===== src/rtl/game_timer_bcd_pkg.sv =====
// game_pkg: definitions shared by the game timer and the score block.
//   state_t    : game timer FSM states (ST_IDLE, ST_RUN, ST_DONE)
//   BCD_MAX    : largest legal BCD digit value
//   DIGIT_W    : bits per BCD digit
//   MAX_NDIGITS: widest BCD value any block in the datapath handles
//   BCD_W      : width of a full-size packed BCD value
//   REM_W      : binary width needed to hold 10**MAX_NDIGITS - 1
//   bcd_clamp  : forces a nibble into 0..9 (values above 9 become 9)
//   bcd2bin    : packed BCD (digit 0 in the LSB nibble) to binary
package game_pkg;

  typedef enum logic [1:0] {
    ST_IDLE = 2'd0,
    ST_RUN  = 2'd1,
    ST_DONE = 2'd2
  } state_t;

  localparam logic [3:0] BCD_MAX     = 4'd9;
  localparam int         DIGIT_W     = 4;
  localparam int         MAX_NDIGITS = 4;
  localparam int         BCD_W       = DIGIT_W * MAX_NDIGITS;
  localparam int         REM_W       = 14;

  function automatic logic [DIGIT_W-1:0] bcd_clamp(input logic [DIGIT_W-1:0] nib);
    return (nib > BCD_MAX) ? BCD_MAX : nib;
  endfunction

  // Horner evaluation from the most significant digit down, so the
  // conversion needs only a multiply-by-ten and an add per digit.
  function automatic logic [REM_W-1:0] bcd2bin(input logic [BCD_W-1:0] bcd);
    logic [REM_W-1:0] acc;
    acc = '0;
    for (int i = MAX_NDIGITS - 1; i >= 0; i--) begin
      acc = (acc * REM_W'(10)) + REM_W'(bcd[DIGIT_W*i +: DIGIT_W]);
    end
    return acc;
  endfunction

endpackage


===== src/rtl/game_timer_bcd_if.sv =====
// game_timer_bcd_if: control/status bundle of the game timer.
//   start      : 1-cycle pulse, load and (re)start a run
//   pause      : level, freeze count and prescaler
//   mode_down  : direction, sampled at start (1 = count down)
//   limit_bcd  : run length in BCD, sampled at start
//   digits_bcd : current value, digit 0 in the LSB nibble
//   tick       : 1-cycle pulse on each counted second
//   running    : timer is in RUN
//   warn       : running and few seconds remain
//   timeover   : sticky, the run reached its terminal value
// master drives the controls and reads status; slave is the timer.
interface game_timer_bcd_if #(
  parameter int NDIGITS = 2
);
  import game_pkg::*;

  logic                       start;
  logic                       pause;
  logic                       mode_down;
  logic [DIGIT_W*NDIGITS-1:0] limit_bcd;
  logic [DIGIT_W*NDIGITS-1:0] digits_bcd;
  logic                       tick;
  logic                       running;
  logic                       warn;
  logic                       timeover;

  modport master (
    output start, pause, mode_down, limit_bcd,
    input  digits_bcd, tick, running, warn, timeover
  );

  modport slave (
    input  start, pause, mode_down, limit_bcd,
    output digits_bcd, tick, running, warn, timeover
  );

endinterface


===== src/rtl/game_timer_bcd_digit_counter.sv =====
// bcd_digit_counter: one BCD digit of the game timer chain.
//   clk   : system clock
//   reset : asynchronous, active-low
//   en    : step this digit by one on the next edge
//   dir   : 0 = increment (9 -> 0), 1 = decrement (0 -> 9)
//   load  : load din (takes priority over en)
//   din   : value to load
//   q     : current digit, always 0..9
//   cout  : carry (up) or borrow (down) into the next digit
module bcd_digit_counter
  import game_pkg::*;
(
  input  logic               clk,
  input  logic               reset,
  input  logic               en,
  input  logic               dir,
  input  logic               load,
  input  logic [DIGIT_W-1:0] din,
  output logic [DIGIT_W-1:0] q,
  output logic               cout
);

  // Carry/borrow is combinational so the whole chain steps on one edge:
  // a digit moves only when every lower digit is wrapping.
  assign cout = en && (dir ? (q == '0) : (q == BCD_MAX));

  // Digit register: load beats stepping, and wrapping keeps it in 0..9.
  always_ff @(posedge clk or negedge reset) begin
    if (!reset) begin
      q <= '0;
    end else if (load) begin
      q <= din;
    end else if (en) begin
      if (dir) begin
        q <= (q == '0) ? BCD_MAX : q - 1'b1;
      end else begin
        q <= (q == BCD_MAX) ? '0 : q + 1'b1;
      end
    end
  end

endmodule


===== src/rtl/game_timer_bcd.sv =====
// game_timer_bcd: whole-second game clock counting up or down in packed BCD.
//   clk   : system clock, all logic on posedge
//   reset : asynchronous, active-low
//   bus   : game_timer_bcd_if slave (start/pause/mode_down/limit_bcd in,
//           digits_bcd/tick/running/warn/timeover out)
// Parameters: TICK_DIV clk cycles per second (>=2), NDIGITS BCD digits
// (1..4), WARN_SEC threshold for the warn flag.
module game_timer_bcd
  import game_pkg::*;
#(
  parameter int TICK_DIV = 50_000_000,
  parameter int NDIGITS  = 2,
  parameter int WARN_SEC = 10
) (
  input logic clk,
  input logic reset,
  game_timer_bcd_if.slave bus
);

  localparam int                PW         = (TICK_DIV > 2) ? $clog2(TICK_DIV) : 1;
  localparam int                VW         = DIGIT_W * NDIGITS;
  localparam logic [PW-1:0]     PRESC_LAST = PW'(TICK_DIV - 1);
  localparam logic [REM_W-1:0]  WARN_LIM   = REM_W'(WARN_SEC);

  state_t             state, state_next;
  logic [PW-1:0]      presc, presc_next;
  logic [REM_W-1:0]   remaining, remaining_next;
  logic               mode_lat;
  logic [VW-1:0]      lim_clean;
  logic [VW-1:0]      load_val;
  logic [VW-1:0]      digits;
  logic               step;
  logic               load;
  logic               tick_c;
  logic [NDIGITS:0]   en_chain;
  logic               unused_top_carry;

  // Limit digits above 9 are clamped before anything sees them, so the
  // digit chain and the remaining counter always agree.
  always_comb begin
    lim_clean = '0;
    for (int i = 0; i < NDIGITS; i++) begin
      lim_clean[DIGIT_W*i +: DIGIT_W] = bcd_clamp(bus.limit_bcd[DIGIT_W*i +: DIGIT_W]);
    end
  end

  assign load_val = bus.mode_down ? lim_clean : '0;

  // State register, prescaler, remaining-seconds counter and the
  // direction latched at start.
  always_ff @(posedge clk or negedge reset) begin
    if (!reset) begin
      state     <= ST_IDLE;
      presc     <= '0;
      remaining <= '0;
      mode_lat  <= 1'b0;
    end else begin
      state     <= state_next;
      presc     <= presc_next;
      remaining <= remaining_next;
      if (bus.start) begin
        mode_lat <= bus.mode_down;
      end
    end
  end

  // Next-state logic. start beats everything, including a coincident
  // wrap. Termination is decided on the remaining count so up and down
  // runs share one rule; a zero-length run leaves RUN after one cycle
  // without ever ticking.
  always_comb begin
    state_next     = state;
    presc_next     = presc;
    remaining_next = remaining;
    step           = 1'b0;
    load           = 1'b0;
    tick_c         = 1'b0;
    if (bus.start) begin
      load           = 1'b1;
      state_next     = ST_RUN;
      presc_next     = '0;
      remaining_next = bcd2bin(BCD_W'(lim_clean));
    end else begin
      case (state)
        ST_RUN: begin
          if (remaining == '0) begin
            state_next = ST_DONE;
            presc_next = '0;
          end else if (!bus.pause) begin
            if (presc == PRESC_LAST) begin
              tick_c         = 1'b1;
              step           = 1'b1;
              presc_next     = '0;
              remaining_next = remaining - 1'b1;
              if (remaining == REM_W'(1)) begin
                state_next = ST_DONE;
              end
            end else begin
              presc_next = presc + 1'b1;
            end
          end
        end
        default: begin
          presc_next = '0;
        end
      endcase
    end
  end

  assign en_chain[0] = step;

  for (genvar g = 0; g < NDIGITS; g++) begin : g_digit
    bcd_digit_counter u_digit (
      .clk  (clk),
      .reset(reset),
      .en   (en_chain[g]),
      .dir  (mode_lat),
      .load (load),
      .din  (load_val[DIGIT_W*g +: DIGIT_W]),
      .q    (digits[DIGIT_W*g +: DIGIT_W]),
      .cout (en_chain[g+1])
    );
  end

  // The top digit's carry never matters: the terminal check stops the
  // count before it could wrap.
  assign unused_top_carry = en_chain[NDIGITS];

  assign bus.digits_bcd = digits;
  assign bus.tick       = tick_c;
  assign bus.running    = (state == ST_RUN);
  assign bus.timeover   = (state == ST_DONE);
  assign bus.warn       = (state == ST_RUN) && (remaining <= WARN_LIM);

endmodule

===== src/flat_wrapper.sv =====
// flat-port wrapper written by rule: the top's interface ports become plain ports
module game_timer_bcd_flat import game_pkg::*;
#(
  parameter int TICK_DIV = 50_000_000,
  parameter int NDIGITS  = 2,
  parameter int WARN_SEC = 10
)
  (clk, reset, bus_start, bus_pause, bus_mode_down, bus_limit_bcd, bus_digits_bcd, bus_tick, bus_running, bus_warn, bus_timeover);
  game_timer_bcd_if #(.NDIGITS(NDIGITS)) bus_i ();
  input logic clk;
  input logic reset;
  input wire logic [$bits(bus_i.start)-1:0] bus_start;
  input wire logic [$bits(bus_i.pause)-1:0] bus_pause;
  input wire logic [$bits(bus_i.mode_down)-1:0] bus_mode_down;
  input wire logic [$bits(bus_i.limit_bcd)-1:0] bus_limit_bcd;
  output wire logic [$bits(bus_i.digits_bcd)-1:0] bus_digits_bcd;
  output wire logic [$bits(bus_i.tick)-1:0] bus_tick;
  output wire logic [$bits(bus_i.running)-1:0] bus_running;
  output wire logic [$bits(bus_i.warn)-1:0] bus_warn;
  output wire logic [$bits(bus_i.timeover)-1:0] bus_timeover;
  assign bus_i.start = bus_start;
  assign bus_i.pause = bus_pause;
  assign bus_i.mode_down = bus_mode_down;
  assign bus_i.limit_bcd = bus_limit_bcd;
  assign bus_digits_bcd = bus_i.digits_bcd;
  assign bus_tick = bus_i.tick;
  assign bus_running = bus_i.running;
  assign bus_warn = bus_i.warn;
  assign bus_timeover = bus_i.timeover;
  game_timer_bcd #(.TICK_DIV(TICK_DIV), .NDIGITS(NDIGITS), .WARN_SEC(WARN_SEC)) u_core (.clk(clk), .reset(reset), .bus(bus_i));
endmodule

===== config.mk =====
export PLATFORM = sky130hd
export DESIGN_NAME = game_timer_bcd_flat
export DESIGN_NICKNAME = d
export VERILOG_FILES = /design/src/rtl/game_timer_bcd_pkg.sv /design/src/rtl/game_timer_bcd_if.sv /design/src/rtl/game_timer_bcd_digit_counter.sv /design/src/rtl/game_timer_bcd.sv /design/src/flat_wrapper.sv
export SDC_FILE = /design/constraint.sdc
export NUM_CORES = 1
export LEC_CHECK = 0
export ABC_AREA = 0
export CAP_MARGIN = 5
export CORE_ASPECT_RATIO = 0.8
export CORE_UTILIZATION = 40
export CTS_CLUSTER_SIZE = 40
export DETAILED_ROUTE_END_ITERATION = 6
export PLACE_DENSITY = 0.64
export REMOVE_ABC_BUFFERS = 1
export SYNTH_ARGS = -nofsm -noshare
export SYNTH_HDL_FRONTEND = slang
export SYNTH_SLANG_ARGS = --single-unit

===== constraint.sdc =====
create_clock -name clk -period 3.1 [get_ports clk]
set_clock_uncertainty 0.1 [all_clocks]
set_input_delay 0.465 -clock clk [delete_from_list [all_inputs] [get_ports clk]]
set_output_delay 0.465 -clock clk [all_outputs]
set_load 0.02 [all_outputs]

==> run summary, run 1 <==
Outcome: finished, final reports clean
Die span in x: 108 µm
Placed insts: 544
Vias: 3,375
Layout cells sized above 1: 0.0841
Post-synthesis register bit count: 51
Net Sw Frac: 0.302
Die Ht: 86.9 µm
Ratio of final minimum period to clock period: 0.959
Via density: 6.11
Cell Int Power: 1.03 mW
Ys Warns: 0
Seq/Total Area, Yosys: 0.354
First DRT Iteration DRCs: 389
Largest net degree at the start of global routing: 31
Vias in the first global route: 2,903
Final Hold Fails: 0
Worst reg-to-reg path cell count: 7
Clock power share: 0.289
Yosys cell types: 65
Fmax: 0.336 GHz
DR WL/cell: 16.7 µm
Gr ovfl total: 0
Number of flops mapped to enable cells by yosys: 0
CTS Buffer Depth: 2
Num rows: 30
Clk slew on worst S/H paths: 0.10 ns
Crit Path Class: register to output port
Setup TNS: 0 ns
Logic gate share of total power: 0.208
Core Area: 8600 µm²
Initial Util: 0.420
Headroom to the max-slew limit: 0.542
WP data required: 2.53 ns
Area Overhead vs Synth: 14.3%
Leading area contributor after synthesis: dfrtp_1
Hold slack: 0.0238 ns
CTS sink cnt: 51
GP Congestion: 0.918
Clk Tree Root Cell: clkbuf_8
Post CTS Setup Buffer Count: 0
Post-Syn Area: 3610 µm²
DR pass1 iterations: 5
Top cell type's share of synthesized area: 0.354
Async S/R FF share, synth: 1.00
H-tree levels: 2
Crit start category: register
Slew Limit Fails: 0
Total track usage: 0.207
Post-route ant nets: 0
Antenna cells: 0
Post-Layout Cell Count: 552
Placed Area: 4010 µm²
Hpwl dp: 6850 µm
Post-CTS Hold Fix Bufs: 0
Class of the worst hold path: input port to async pin
Worst Setup End Kind: output port
Reg-to-Reg Start: u_core.remaining[9]$_DFFE_PN0P_
CP arrival: 2.41 ns
Io pins: 25
Global-route wire length before repair: 15,300 µm
Die ar.: 9400 µm²
Final Critical Period: 2.97 ns
FILL cells: 819
DRC Markers: 0
Unrepaired setup endpoints after global routing: false
Leak pwr: 1.58 nW
R2R Setup Slk: 0.24 ns
PwrDens: 359 nW/µm²
Post-Syn Instances: 416
Most used DFF post-synth: dfrtp_1
WL final: 9240 µm
Peak fanout along the critical path: 8
P_sw: 0.447 mW
Maximum vdd drop: 0.000185 V
Top cells by area, synth: dfrtp_1 35%, or4_1 4.2%, xnor2_1 4.1%
Least-Margin Pin Slew: 0.685 ns
Part of the power in registers: 0.503
Final setup viols: 0
Port bufs: 24
Worst-Skew Late Latency: 0.31 ns
Max_cap viols: 0
TritonCTS Buffers: 5
Synthesized area per cell: 8.67 µm²
CTS tree: built
Nets@finish: 462
Initial antenna violation count: 0
Final instance area: 4120 µm²
Worst r2r dst: u_core.presc[16]$_DFFE_PN0P_
[per-layer routing]
layer,vias up,global-route usage,share of wire
met5,-,0,0
met4,0,0.0361,0.0078
met3,9,0.0254,0.054
met2,120,0.284,0.41
met1,1623,0.340,0.53
li1,1623,-,-
[layout make-up]
cell class                      instances  area, µm²  share of cell area
Inverter                               13       48.8              0.0118
Timing Repair Buffer                   44        383              0.0929
Clock buffer                            8        100              0.0243
Multi-Input combinational cell        324       2170               0.527
Tap cell                              112        140              0.0340
Sequential cell                        51       1280               0.310
[layout by cell type, fill, tap and decap left out, types with 9 or more instances in the layout]
cell type	instances
dfrtp_1	51
o21ai_0	18
nand2_1	26
nor2_1	33
clkdlybuf4s50_1	21
ha_1	10
xnor2_1	17
nand3_1	21
nor4_1	9
nor2b_1	9
nand4_1	11
or4_1	20
buf_4	20
a21oi_1	20
inv_1	13
[power groups by stage]
stage / clock [mW] / sequential, mW / combinational [mW]
floorplan: 0 / 0.753 / 0.166
global placement: 0 / 0.752 / 0.300
detailed placement: 0 / 0.754 / 0.302
CTS: 0.437 / 0.741 / 0.303
global route: 0.458 / 0.752 / 0.340
finish: 0.428 / 0.744 / 0.307
[flip-flops by register name, summed over array words and instances (netlist names)]
| register | cells |
|---|---|
| u_core.presc | 26 |
| u_core.remaining | 14 |
| u_core.g_digit.u_digit.q | 8 |
| u_core.state | 2 |
| u_core.mode_lat | 1 |
[cell families (layout without fill, tap and decap cells)]
kind of cell,Yosys count,count (layout),synth area share
AND/OR/NAND/NOR,177,177,0.281
AO/OA/AOI/OAI,103,103,0.195
flip-flops,51,51,0.354
buffers and inverters,41,65,0.0479
XOR/XNOR,23,23,0.0559
adder cells (fa/ha/maj),11,11,0.0375
multiplexers,10,10,0.0285
[cells in the mapped netlist (5+ instances only)]
library cell and count:
mux2i_1 8, nor4b_1 5, nor3_1 5, nand2b_1 6, nor2_1 33, or4_1 20
clkbuf_1 22, and3_1 5, nand3_1 21, a211oi_1 6, ha_1 10, nand4_1 11
nor2b_1 9, xor2_1 6, a31oi_1 6, xnor2_1 17, o22ai_1 6, o31ai_1 6
o211ai_1 6, nand2_1 26, o21ai_0 18, a21oi_1 20, nor4_1 9, dfrtp_1 51
inv_1 13
[worst max path at each step]
| stage | from | to | slack [ns] | cells after the start |
|---|---|---|---|---|
| floorplan | u_core.remaining[9]$_DFFE_PN0P_ | bus_warn | 0.18 | 4 |
| global placement | u_core.remaining[9]$_DFFE_PN0P_ | bus_warn | 0.11 | 5 |
| detailed placement | bus_pause | bus_tick | 0.13 | 5 |
| CTS | u_core.remaining[9]$_DFFE_PN0P_ | bus_tick | 0.12 | 6 |
| global route | u_core.remaining[9]$_DFFE_PN0P_ | bus_tick | 0.03 | 6 |
| finish | u_core.remaining[9]$_DFFE_PN0P_ | bus_tick | 0.13 | 6 |
[metrics by stage]
stage          power (mW)   util  setup slack (ns)
3_3_place_gp         1.05  0.466             0.113
3_5_place_dp         1.06  0.466             0.133
5_1_grt              1.55  0.480            0.0296
2_1_floorplan       0.919      -             0.176
6_report             1.48  0.480             0.128
4_1_cts              1.48  0.478             0.123
[what timing repair did]
item,in CTS,in global routing
gates resized for setup,2,3
setup endpoints to repair,2,2
pin swaps,0,0
[critical path, stage by stage, from the launching register on]
cell and delay [ns]:
dfrtp_1 0.45, or4_1 0.57, buf_4 0.19, o41ai_4 0.30, nor2_1 0.10, and3_1 0.18
dlygate4sd2_1 0.32
Power figures use the tool's default switching activity.
==> run 2, diff against run 1 <==
Settings changed: CORE_ASPECT_RATIO 0.8 to 0.9.
==> run 2 against run 1 <==
Net effect:
- hold slack better by 0.38 ns
- cell count increased by 1.4%
- largest power group unchanged
- global-route usage down 0.52 points
- maximum frequency is 0.17% lower
- core utilization up 0.30 points
- flip-flop and latch count is the same
- critical path depth did not move
- design area rose by 1.2%
- routed wire length shrank 6.2%
- combinational power down 2%
==> run summary, run 2 (synthesis results as in run 1) <==
Leak pwr: 1.59 nW (+0.66%)
Most frequent cells in the layout: 51 x dfrtp_1, 33 x nor2_1, 26 x nand2_1
DR pass1 iterations: 4 (-1)
Largest registers: u_core.presc x26, u_core.remaining x14, u_core.g_digit.u_digit.q x8
Outcome: finished, final reports clean
H-tree levels: 2 (unchanged)
Buf/Inv on CP: 2 (unchanged)
Die span in x: 102 µm (-5.6%)
Unrepaired setup endpoints after global routing: false
WP data required: 2.53 ns (about the same)
Die Ht: 92.1 µm (+5.9%)
CTS Buffer Depth: 2 (unchanged)
DR WL/cell: 15.5 µm (-7.5%)
Largest register by flop count: u_core.presc
Peak fanout along the critical path: 8 (unchanged)
Critical path cell sequence: or4_1 > buf_4 > o41ai_2 > nor2_1 > and3_1 > dlygate4sd2_1
GP Congestion: 0.879 (-4.2%)
Headroom to the max-slew limit: 0.501 (-0.0405)
Least-Margin Pin Slew: 0.746 ns (+0.0606 ns)
Crit Path Class: register to output port
Power Total: 1.60 mW (+8.2%)
Io pins: 25 (unchanged)
Initial Util: 0.417 (-0.00255)
Nets@finish: 463 (+0.22%)
Via density: 5.86 (-4.1%)
Critical path's slowest cell: or4_1
FILL cells: 841 (+2.7%)
Cell family with most CP delay: simple AND/OR/NAND/NOR gates
Vias: 3,282 (-2.8%)
Ratio of final minimum period to clock period: 0.960 (+0.00159)
Slew Limit Fails: 0 (unchanged)
Gr ovfl total: 0 (unchanged)
Clk Tree Root Cell: clkbuf_8
Final setup viols: 0 (unchanged)
Final Util: 0.483 (+0.00302)
WL final: 8670 µm (-6.2%)
Final Critical Period: 2.98 ns (+0.00493 ns)
Max_cap viols: 0 (unchanged)
Layout cells sized above 1: 0.0839 (-0.000191)
Largest net degree at the start of global routing: 31 (unchanged)
CTS tree: built
Crit start category: register
Worst-Skew Late Latency: 0.31 ns (about the same)
Final Hold Fails: 0 (unchanged)
Hpwl dp: 6440 µm (-6.0%)
Most common cell after layout, fill and taps aside: dfrtp_1
First DRT Iteration DRCs: 302 (-22%)
PwrDens: 383 nW/µm² (+6.8%)
Area Overhead vs Synth: 15.8%
Max FFs per register: 26 (unchanged)
Total track usage: 0.201 (-0.00525)
Core Area: 8650 µm² (+0.61%)
Num rows: 32 (+6.7%)
Vias in the first global route: 3,021 (+4.1%)
CTS sink cnt: 51 (unchanged)
Global-route wire length before repair: 15,100 µm (-1.0%)
Port bufs: 24 (unchanged)
Maximum vdd drop: 0.000213 V (+15%)
Clk slew on worst S/H paths: 0.10 ns (about the same)
Fmax: 0.336 GHz (-0.17%)
Die ar.: 9400 µm² (about the same)
Worst Setup End Kind: output port
DRC Markers: 0 (unchanged)
TritonCTS Buffers: 5 (unchanged)
Worst path max stage delay: 0.54 ns (-0.03 ns)
Post CTS Setup Buffer Count: 0 (unchanged)
Initial antenna violation count: 0 (unchanged)
Post-route ant nets: 0 (unchanged)
Antenna cells: 0 (unchanged)
CP arrival: 2.41 ns (about the same)
Setup TNS: 0 ns (unchanged)
Class of the worst hold path: register to register
run 2: changes by cell type in the layout (fill, tap and decap cells not counted), sizes merged:
cell and change:
bufinv +2, clkinvlp +1, clkbuf -3, dlygate4sd3 +1
run 2: timing repair:
item,in CTS,in global routing
gates resized for setup,3,0
hold buffers,1,0
endpoints found under the setup margin,2,0
endpoints found under the hold margin,8,0
run 2: layer usage:
metal  part of all wire  GRT usage  vias up
li1                   -          -     1618
met1               0.51      0.305     1564
met2               0.45      0.304       93
met3              0.044     0.0236        7
met4             0.0048     0.0452        0
met5                  0          0        -
run 2: cell type report:
| cell class | instances | area [µm²] | share of cell area |
|---|---|---|---|
| tap | 119 | 149 | 0.0357 |
| clock buffer | 5 | 68.8 | 0.0165 |
| inverter | 13 | 48.8 | 0.0117 |
| multi-input combinational | 324 | 2160 | 0.517 |
| timing repair buffer | 45 | 405 | 0.0971 |
| clock inverter | 3 | 67.6 | 0.0162 |
| sequential | 51 | 1280 | 0.306 |
run 2: final timing paths:
| kind | from | to | slack, ns | cells after the start |
|---|---|---|---|---|
| worst max-delay path | u_core.remaining[9]$_DFFE_PN0P_ | bus_tick | 0.12 | 6 |
| worst min-delay path | u_core.presc[23]$_DFFE_PN0P_ | u_core.presc[23]$_DFFE_PN0P_ | 0.41 | 1 |
| worst max register to register | u_core.remaining[3]$_DFFE_PN0P_ | u_core.remaining[11]$_DFFE_PN0P_ | 0.30 | 5 |
| worst min register to register | u_core.presc[23]$_DFFE_PN0P_ | u_core.presc[23]$_DFFE_PN0P_ | 0.41 | 1 |
| max in group asynchronous | reset | u_core.presc[6]$_DFFE_PN0P_ | 1.93 | 3 |
| min in group asynchronous | reset | u_core.presc[22]$_DFFE_PN0P_ | 0.43 | 2 |
run 2: per-stage QoR:
step | instances | setup WS (ns) | instance area, µm² | hold slack (ns)
4_1_cts | 560 | 0.117 | 4170 | 0.409
2_1_floorplan | 388 | 0.176 | 3480 | 0.0694
3_5_place_dp | 551 | 0.136 | 4030 | 0.242
3_3_place_gp | 551 | 0.178 | 4030 | 0.230
6_report | 560 | 0.123 | 4170 | 0.407
5_1_grt | 560 | 0.0177 | 4170 | 0.447
run 2: power by group:
| group | switching, mW | leakage (nW) | internal, mW | total (mW) |
|---|---|---|---|---|
| Combinational | 0.165 | 0.848 | 0.136 | 0.301 |
| Sequential | 0.0483 | 0.682 | 0.692 | 0.741 |
| Clock | 0.237 | 0.0644 | 0.322 | 0.559 |
